[config.mk]
export PLATFORM = sky130hd
export DESIGN_NAME = change_dispenser
export DESIGN_NICKNAME = d
export VERILOG_FILES = /design/src/rtl/change_dispenser.sv
export SDC_FILE = /design/constraint.sdc
export NUM_CORES = 1
export LEC_CHECK = 0
export CELL_PAD_IN_SITES_DETAIL_PLACEMENT = 0
export CELL_PAD_IN_SITES_GLOBAL_PLACEMENT = 1
export CORE_MARGIN = 3
export CORE_UTILIZATION = 36
export DETAILED_ROUTE_END_ITERATION = 8
export PLACE_DENSITY = 0.83
export SLEW_MARGIN = 25
export SYNTH_ARGS = -nofsm -noshare
export SYNTH_HDL_FRONTEND = slang
export SYNTH_SLANG_ARGS = --single-unit
[constraint.sdc]
create_clock -name clk -period 2.9 [get_ports clk]
set_input_delay 0.87 -clock clk [delete_from_list [all_inputs] [get_ports clk]]
set_output_delay 0.87 -clock clk [all_outputs]
set_load 0.02 [all_outputs]
[src/rtl/change_dispenser.sv]
// change_dispenser
//   Pays out an owed balance as 5-unit and 1-unit coins through a hopper,
//   greedy order (all 5s first), one coin request outstanding at a time.
//
//   Ports:
//     clk        in   system clock, rising edge
//     reset      in   asynchronous active-high reset
//     close      in   end-of-transaction strobe, sampled only in IDLE
//     balance    in   [3:0] change owed, sampled with close
//     coin_ack   in   hopper acknowledge, sampled only in WAIT_ACK
//     coin5_req  out  eject one 5-unit coin
//     coin1_req  out  eject one 1-unit coin
//     busy       out  high in every state except IDLE
//     done       out  one-cycle payout-complete pulse
//     remaining  out  [3:0] change still owed
//     coin_cnt   out  [3:0] coins ejected this transaction (saturating)
//     fault      out  sticky hopper-timeout flag
//
//   Build option: define CHANGE_DISPENSER_TIMEOUT_EN to add a 16-cycle
//   ack watchdog that parks the block in FAULT until reset. Without it the
//   block waits for ack indefinitely and fault is tied low.
module change_dispenser (
  input  logic       clk,
  input  logic       reset,
  input  logic       close,
  input  logic [3:0] balance,
  input  logic       coin_ack,
  output logic       coin5_req,
  output logic       coin1_req,
  output logic       busy,
  output logic       done,
  output logic [3:0] remaining,
  output logic [3:0] coin_cnt,
  output logic       fault
);

  typedef enum logic [2:0] {
    S_IDLE,
    S_ISSUE,
    S_WAIT_ACK,
    S_DONE,
    S_FAULT
  } state_t;

  state_t     state, state_n;
  logic [3:0] denom;
  logic [3:0] rem_after;

`ifdef CHANGE_DISPENSER_TIMEOUT_EN
  logic [3:0] wdog;
`endif

  // Denomination of the request currently outstanding; selection in ISSUE
  // guarantees it never exceeds remaining, so the subtraction cannot wrap.
  assign denom     = coin5_req ? 4'd5 : 4'd1;
  assign rem_after = remaining - denom;

  assign busy = (state != S_IDLE);
  assign done = (state == S_DONE);

`ifdef CHANGE_DISPENSER_TIMEOUT_EN
  assign fault = (state == S_FAULT);
`else
  assign fault = 1'b0;
`endif

  always_ff @(posedge clk or posedge reset) begin
    if (reset) state <= S_IDLE;
    else       state <= state_n;
  end

  always_comb begin
    state_n = state;
    case (state)
      S_IDLE: begin
        if (close) state_n = (balance != 4'd0) ? S_ISSUE : S_DONE;
      end
      S_ISSUE: state_n = S_WAIT_ACK;
      S_WAIT_ACK: begin
        if (coin_ack) begin
          state_n = (rem_after == 4'd0) ? S_DONE : S_ISSUE;
        end
`ifdef CHANGE_DISPENSER_TIMEOUT_EN
        else if (wdog == 4'hF) begin
          state_n = S_FAULT;
        end
`endif
      end
      S_DONE: state_n = S_IDLE;
`ifdef CHANGE_DISPENSER_TIMEOUT_EN
      S_FAULT: state_n = S_FAULT;
`endif
      default: state_n = S_IDLE;
    endcase
  end

  always_ff @(posedge clk or posedge reset) begin
    if (reset) begin
      coin5_req <= 1'b0;
      coin1_req <= 1'b0;
      remaining <= '0;
      coin_cnt  <= '0;
    end else begin
      case (state)
        S_IDLE: begin
          if (close) begin
            remaining <= balance;
            coin_cnt  <= '0;
          end
        end
        S_ISSUE: begin
          if (remaining >= 4'd5) coin5_req <= 1'b1;
          else                   coin1_req <= 1'b1;
        end
        S_WAIT_ACK: begin
          if (coin_ack) begin
            coin5_req <= 1'b0;
            coin1_req <= 1'b0;
            remaining <= rem_after;
            if (coin_cnt != 4'hF) coin_cnt <= coin_cnt + 4'd1;
          end
`ifdef CHANGE_DISPENSER_TIMEOUT_EN
          else if (wdog == 4'hF) begin
            coin5_req <= 1'b0;
            coin1_req <= 1'b0;
          end
`endif
        end
        default: ;
      endcase
    end
  end

`ifdef CHANGE_DISPENSER_TIMEOUT_EN
  // Cleared in ISSUE so it starts at zero on the first WAIT_ACK cycle; the
  // 16th ack-less WAIT_ACK cycle sees 15 and trips FAULT.
  always_ff @(posedge clk or posedge reset) begin
    if (reset) begin
      wdog <= '0;
    end else if (state == S_ISSUE) begin
      wdog <= '0;
    end else if (state == S_WAIT_ACK && !coin_ack) begin
      wdog <= wdog + 4'd1;
    end
  end
`endif

endmodule

==> summary.md, run 1 <==
| Metric | Value |
|---|---|
| Clock transition at path regs | ~0.080 ns |
| Core area | 0.001821 mm² |
| Clk pwr share | 0.143 |
| Post-route setup TNS | 0 ns |
| CP startpoint | state[1]$_DFFE_PP0P_ |
| Overflow after GRT | 0 |
| Synthesized area per cell | 8.773 µm² |
| Post-route ant nets | 0 |
| Critical path class | reg2out |
| Post-DP Area | roughly 930 µm² |
| Seq/Total Area, Yosys | 0.4124 |
| Fin nets | around 120 |
| Slowest Stage Delay on Critical Path | approximately 0.60 ns |
| CTS Sinks | 12 |
| Mapped Cells | 83 |
| Post-cts resize count | 0 |
| Power, Total | 0.9873 mW |
| Hold Vio Cnt, Final | 0 |
| HPWL Detailed | 1220 µm |
| Worst path arrival time | 1.58 ns |
| H-tree Lvls | 1 |
| Sw Ratio | 0.4481 |
| Flop pwr share | 0.305 |
| Final core utilization | 0.5320 |
| Share of cells above drive strength 1 | 0.03883 |
| Final Skew | 0.0004422 ns |
| Combinational Power Share | 0.552 |
| Die area | 0.002598 mm² |
| RSZ-0062 raised after global routing | no |
| Max cap viols | 0 |
| Switching power summed over all nets | 0.4424 mW |
| Clock latency on the worst-skew pair | about 0.28 ns |
| Post-Syn Area | between 700 and 800 µm² |
| DRC | 0 |
| Fin crit share | 0.8444 |
| Antenna cell count | 0 |
| First-pass GRT wire length | 2980 µm |
| Port Buffer Count | 19 |
| Layout Area Growth over Synthesis | 32.99% |
| CTS hold repair buffers | 0 |
| Initial core utilization | 0.4000 |
| Multi-input gate area | 376.6 µm² |
| Routed vias | 667 |
| GRT Total Usage | 0.1498 |
| TritonCTS clock tree | done |
| P per Cell Area | 1019 mW/mm² |
| RR Startpoint | state[1]$_DFFE_PP0P_ |
| GP Congestion | 0.7596 |
| Vias in the first global route | 636 |
| Largest net degree at the start of global routing | 13 |
| Most frequent cells in the layout | clkdlybuf4s50_1 (19), dfrtp_1 (12), nor2_1 (9), inv_1 (9), o21ai_0 (8) |
| Post-synth cell types | 28 |
| # IOs | 21 |
| R2r setup slk | 1.20 ns |
| Tmin final | around 2.4 ns |
| Leak | approximately 0.44 nW |
| DRT Wirelength | between 1500 and 2000 µm |
| Num rows | 15 |
| CTS Buffer Depth | 2 |
| Initial antenna violation count | 0 |
| Postcts setup bufs | 0 |
| CP Launch Type | flip-flop |
| FILL cells | 188 |
| Status | finished clean |
| Die height | between 50 and 60 µm |
| Num CTS Buffers | 3 |
| DIE WIDTH | 50.98 µm |
| FMAX | 408.4 MHz |
| Crit path cell chain | inv_1 > nor2_1 > clkdlybuf4s50_1 |
| Drt initial violations | 14 |
| Int Pwr | between 0.5 and 0.6 mW |
| Via/cell ratio | 5.211 |
| VDD IR max | 491.9 µV |
| Slowest library cell on the worst path | clkdlybuf4s50_1 |
| Routed length per instance | 13.47 µm |
| Post-route cell area | around 970 µm² |
| Crit-path max FO | 7 |
| Final Max Slew Viols | 0 |
| Hold Crit Class | reg2reg |
| Commonest non-fill, non-tap cell in the layout | clkdlybuf4s50_1 |
| Syn nets | 96 |
| FF+latch count, synth | 12 |
| Root Buffer | clkbuf_4 |
| 1st-pass router iterations | 4 |
| WP data required | 2.03 ns |
| Final setup fails | 0 |
| Synth warn | 0 |
| Worst setup EP type | output pin |
| Storage cell area | 300.3 µm² |
| Hold Crit Start | coin1_req$_DFFE_PP0P_ |
stage by stage:
| step | setup WS [ns] | cells | hold slack [ns] |
|---|---|---|---|
| 5_1_grt | 0.3644 | 128 | 0.6158 |
| 3_5_place_dp | 0.2964 | 124 | 0.5281 |
| 3_3_place_gp | 0.3337 | 124 | 0.5276 |
| 6_report | 0.4511 | 128 | 0.5476 |
| 2_1_floorplan | 1.068 | 83 | 0.5097 |
| 4_1_cts | 0.4404 | 128 | 0.5501 |
per-layer routing:
metal / vias up / track usage / share of wire
met5: - / 0 / 0
met1: 307 / 0.2099 / 0.47
li1: 329 / - / -
met3: 4 / 0.02041 / 0.065
met4: 0 / 0.06726 / 0.012
met2: 27 / 0.2275 / 0.45
worst max-delay path, delay by kind of cell (launching register included):
kind	cells	cell delay, ns
buf+inv	2	0.74
flops	1	0.43
simple gates	1	0.12
registers in the layout, indices dropped and copies added (netlist names):
register and count:
coin1_req 1, coin5_req 1, coin_cnt 4, remaining 4, state 2
area by class of cell:
class                           count  share of cell area
Timing Repair Buffer               19              0.1964
Clock buffer                        4             0.03747
Tap cell                           25             0.03230
Sequential cell                    12              0.3101
Multi-Input combinational cell     59              0.3889
Inverter                            9             0.03488
power groups by stage:
stage	combinational (mW)	sequential, mW	clock [mW]
after global routing	0.605	0.314	0.150
after floorplan	0.299	0.346	0
after CTS	0.545	0.300	0.142
after global placement	0.533	0.302	0
final	0.545	0.302	0.141
after detailed placement	0.536	0.303	0
path summary, 6_finish.rpt:
kind / cells past startpoint / to
hold / removal: 2 / coin1_req$_DFFE_PP0P_
hold reg to reg: 2 / coin1_req$_DFFE_PP0P_
max in group asynchronous: 2 / coin_cnt[2]$_DFFE_PP0P_
setup reg to reg: 4 / coin_cnt[3]$_DFFE_PP0P_
min in group asynchronous: 2 / coin5_req$_DFFE_PP0P_
setup / recovery: 3 / done
synthesized netlist by cell type:
library cell	count	area (µm²)
xor2_1	1	8.760
nand2_1	6	22.52
inv_1	9	33.78
nand2b_1	1	6.260
ha_1	5	62.56
buf_4	1	7.510
a211oi_1	1	7.510
o22ai_1	1	6.260
or4_1	1	7.510
dfrtp_1	12	300.3
o21ai_0	8	40.04
nor3b_1	1	7.510
a32oi_1	1	8.760
xnor2_1	1	8.760
buf_2	2	10.01
nor4b_1	1	8.760
a21oi_1	7	35.03
nand3_1	2	10.01
or2b_1	1	7.510
nor2_1	9	33.78
conb_1	1	3.750
o21a_1	2	15.01
o22a_1	1	8.760
or2_1	1	6.260
mux2i_1	3	30.03
and3_1	1	6.260
o31ai_1	2	15.01
a41o_1	1	10.01
cell families (layout without fill, tap and decap cells):
family,after synthesis,count (layout),synth area share
multiplexers,3,3,0.04124
XOR/XNOR,2,2,0.02406
AO/OA/AOI/OAI,24,24,0.2010
adder cells (fa/ha/maj),5,5,0.08591
AND/OR/NAND/NOR,24,24,0.1598
buffers and inverters,12,32,0.07045
other,1,1,0.005150
flip-flops,12,12,0.4124
Power figures use the tool's default switching activity.
==> inputs of run 2 (changes only) <==
--- a/config.mk
+++ b/config.mk
@@ -8,9 +8,9 @@
 export CELL_PAD_IN_SITES_DETAIL_PLACEMENT = 0
 export CELL_PAD_IN_SITES_GLOBAL_PLACEMENT = 1
 export CORE_MARGIN = 3
-export CORE_UTILIZATION = 36
+export CORE_UTILIZATION = 30
 export DETAILED_ROUTE_END_ITERATION = 8
-export PLACE_DENSITY = 0.83
+export PLACE_DENSITY = 0.74
 export SLEW_MARGIN = 25
 export SYNTH_ARGS = -nofsm -noshare
 export SYNTH_HDL_FRONTEND = slang
==> constraint.sdc (replaced) <==
create_clock -name clk -period 2.1 [get_ports clk]
set_input_delay 0.63 -clock clk [delete_from_list [all_inputs] [get_ports clk]]
set_output_delay 0.63 -clock clk [all_outputs]
set_load 0.02 [all_outputs]
==> run 2 against run 1 <==
  * Sequential cell count stayed put
  * Via count is 1.3% higher
  * Final cell count is 7.0% higher
  * Power is 39% higher
  * Hold slack better by 0.0013 ns
  * Global-route usage is 2.1 points lower
  * Die area is 18% higher
  * Cell area is 4.8% higher
  * Utilization is 8.2 points lower
  * Count of clock-buffer cells in the layout stayed put
==> summary.md, run 2 (synthesized netlist as in run 1, its figures left out) <==
| Metric | Value |
|---|---|
| P per Cell Area | 1353 mW/mm² |
| Hold WS | around 0.55 ns |
| Hold Vio Cnt, Final | 0 |
| DRC | 0 |
| Die height | approximately 55 µm |
| Fin crit share | 0.9542 |
| Final Skew | between 0.004 and 0.005 ns |
| Vias in the first global route | 672 |
| Num rows | 17 |
| Top Registers | coin_cnt: 4 flops, remaining: 4 flops, state: 2 flops |
| FMAX | 499.0 MHz |
| Worst setup EP type | output pin |
| Share of cells above drive strength 1 | 0.09174 |
| Post-DP Area | 980.9 µm² |
| Die area | a little over 0.003 mm² |
| VDD IR max | 587.0 µV |
| RSZ-0062 raised after global routing | no |
| Port Buffer Count | 19 |
| Status | finished clean |
| Post-cts resize count | 2 |
| Int Pwr | 0.7776 mW |
| CTS Buffer Depth | 2 |
| Hold Crit Class | reg2reg |
| Post-route setup TNS | 0 ns |
| Via/cell ratio | 4.934 |
| Drt initial violations | 12 |
| WP data required | 1.47 ns |
| Final setup fails | 0 |
| GRT Total Usage | 0.1284 |
| Critical path class | reg2out |
| Post-route cell area | 0.001015 mm² |
| Commonest non-fill, non-tap cell in the layout | clkdlybuf4s50_1 |
| Top delay family on crit path | buffers and inverters |
| CP Launch Type | flip-flop |
| Root Buffer | clkbuf_4 |
| Clock transition at path regs | around 0.090 ns |
| TritonCTS clock tree | done |
| Post-route ant nets | 0 |
| Most frequent cells in the layout | clkdlybuf4s50_1 (17), dfrtp_1 (12), nor2_1 (9), inv_1 (9), o21ai_0 (8) |
| Placed cells | 133 |
| Worst slack, placed | -0.05973 ns |
| Core area | 0.002255 mm² |
| First-pass GRT wire length | between 3000 and 4000 µm |
| Flop pwr share | 0.294 |
| Final core utilization | 0.4501 |
| Worst path arrival time | 1.37 ns |
| Fin cells | 137 |
| Routed length per instance | roughly 13 µm |
| Max cap viols | 0 |
| Switching power summed over all nets | 0.5953 mW |
| Leak | 0.4732 nW |
| Layout Area Growth over Synthesis | 39.35% |
| Sw Ratio | 0.4336 |
| # IOs | 21 |
| CTS Sinks | 12 |
| Postcts setup bufs | 0 |
| GP Congestion | approximately 0.74 |
| Overflow after GRT | 0 |
| Final Max Slew Viols | 0 |
| DIE WIDTH | around 55 µm |
| Fin nets | 123 |
| CTS hold repair buffers | 0 |
| Clock latency on the worst-skew pair | 0.28 ns |
| HPWL Detailed | around 1400 µm |
| Power, Total | 1.373 mW |
| FILL cells | 246 |
| Antenna cell count | 0 |
| Initial core utilization | 0.3230 |
| Crit path cell chain | clkdlybuf4s50_1 |
| Largest net degree at the start of global routing | 13 |
| Slowest library cell on the worst path | clkdlybuf4s50_1 |
| Num CTS Buffers | 3 |
| Slowest Stage Delay on Critical Path | 0.64 ns |
| Setup WS post-layout | 0.09617 ns |
| DRT Wirelength | about 1800 µm |
| 1st-pass router iterations | 5 |
| Clk pwr share | 0.142 |
| Buf/Inv on CP | 1 |
| Tmin final | 2.004 ns |
| H-tree Lvls | 1 |
| Routed vias | between 600 and 700 |
| Crit-path max FO | 7 |
| Combinational Power Share | 0.564 |
| Initial antenna violation count | 0 |
run 2: cell types whose count changed in the layout (fill, tap and decap cells not counted):
cell,previous run,this run
clkdlybuf4s50_1,19,17
buf_4,0,6
dlygate4sd2_1,0,2
run 2: per-layer routing:
| layer | GRT usage | share of wire | vias to the layer above |
|---|---|---|---|
| met2 | 0.2010 | 0.46 | 28 |
| met3 | 0.03271 | 0.062 | 4 |
| met5 | 0 | 0 | - |
| li1 | - | - | 338 |
| met4 | 0.07292 | 0.016 | 0 |
| met1 | 0.1590 | 0.46 | 306 |
run 2: tightest hold or removal path: stages, from the launching register on:
cell	delay, ns
dfrtp_1	0.37
a21oi_1	0.05
nor2_1	0.09
run 2: path summary, 6_finish.rpt:
path	startpoint	end	slack [ns]	cells after the start
min in group asynchronous	reset	coin_cnt[3]$_DFFE_PP0P_	0.67	2
max in group asynchronous	reset	remaining[1]$_DFFE_PP0P_	1.10	2
min reg2reg	coin1_req$_DFFE_PP0P_	coin1_req$_DFFE_PP0P_	0.55	2
max	remaining[0]$_DFFE_PP0P_	remaining[0]	0.1	1
min	coin1_req$_DFFE_PP0P_	coin1_req$_DFFE_PP0P_	0.55	2
max reg2reg	state[1]$_DFFE_PP0P_	coin_cnt[3]$_DFFE_PP0P_	0.43	4
run 2: cell type report:
type | instances | area [µm²] | area share
inverters | 9 | 33.78 | 0.03329
clock buffers | 4 | 36.28 | 0.03576
well taps | 28 | 35.03 | 0.03453
repair buffers | 25 | 232.7 | 0.2293
multi-input cells | 59 | 376.6 | 0.3711
flip-flops and latches | 12 | 300.3 | 0.2959
run 2: power groups by stage:
stage | Combinational [mW] | Sequential (mW) | Clock, mW
floorplan | 0.412 | 0.478 | 0
finish | 0.774 | 0.403 | 0.195
CTS | 0.785 | 0.406 | 0.199
global route | 0.850 | 0.422 | 0.212
global placement | 0.784 | 0.406 | 0
detailed placement | 0.795 | 0.410 | 0
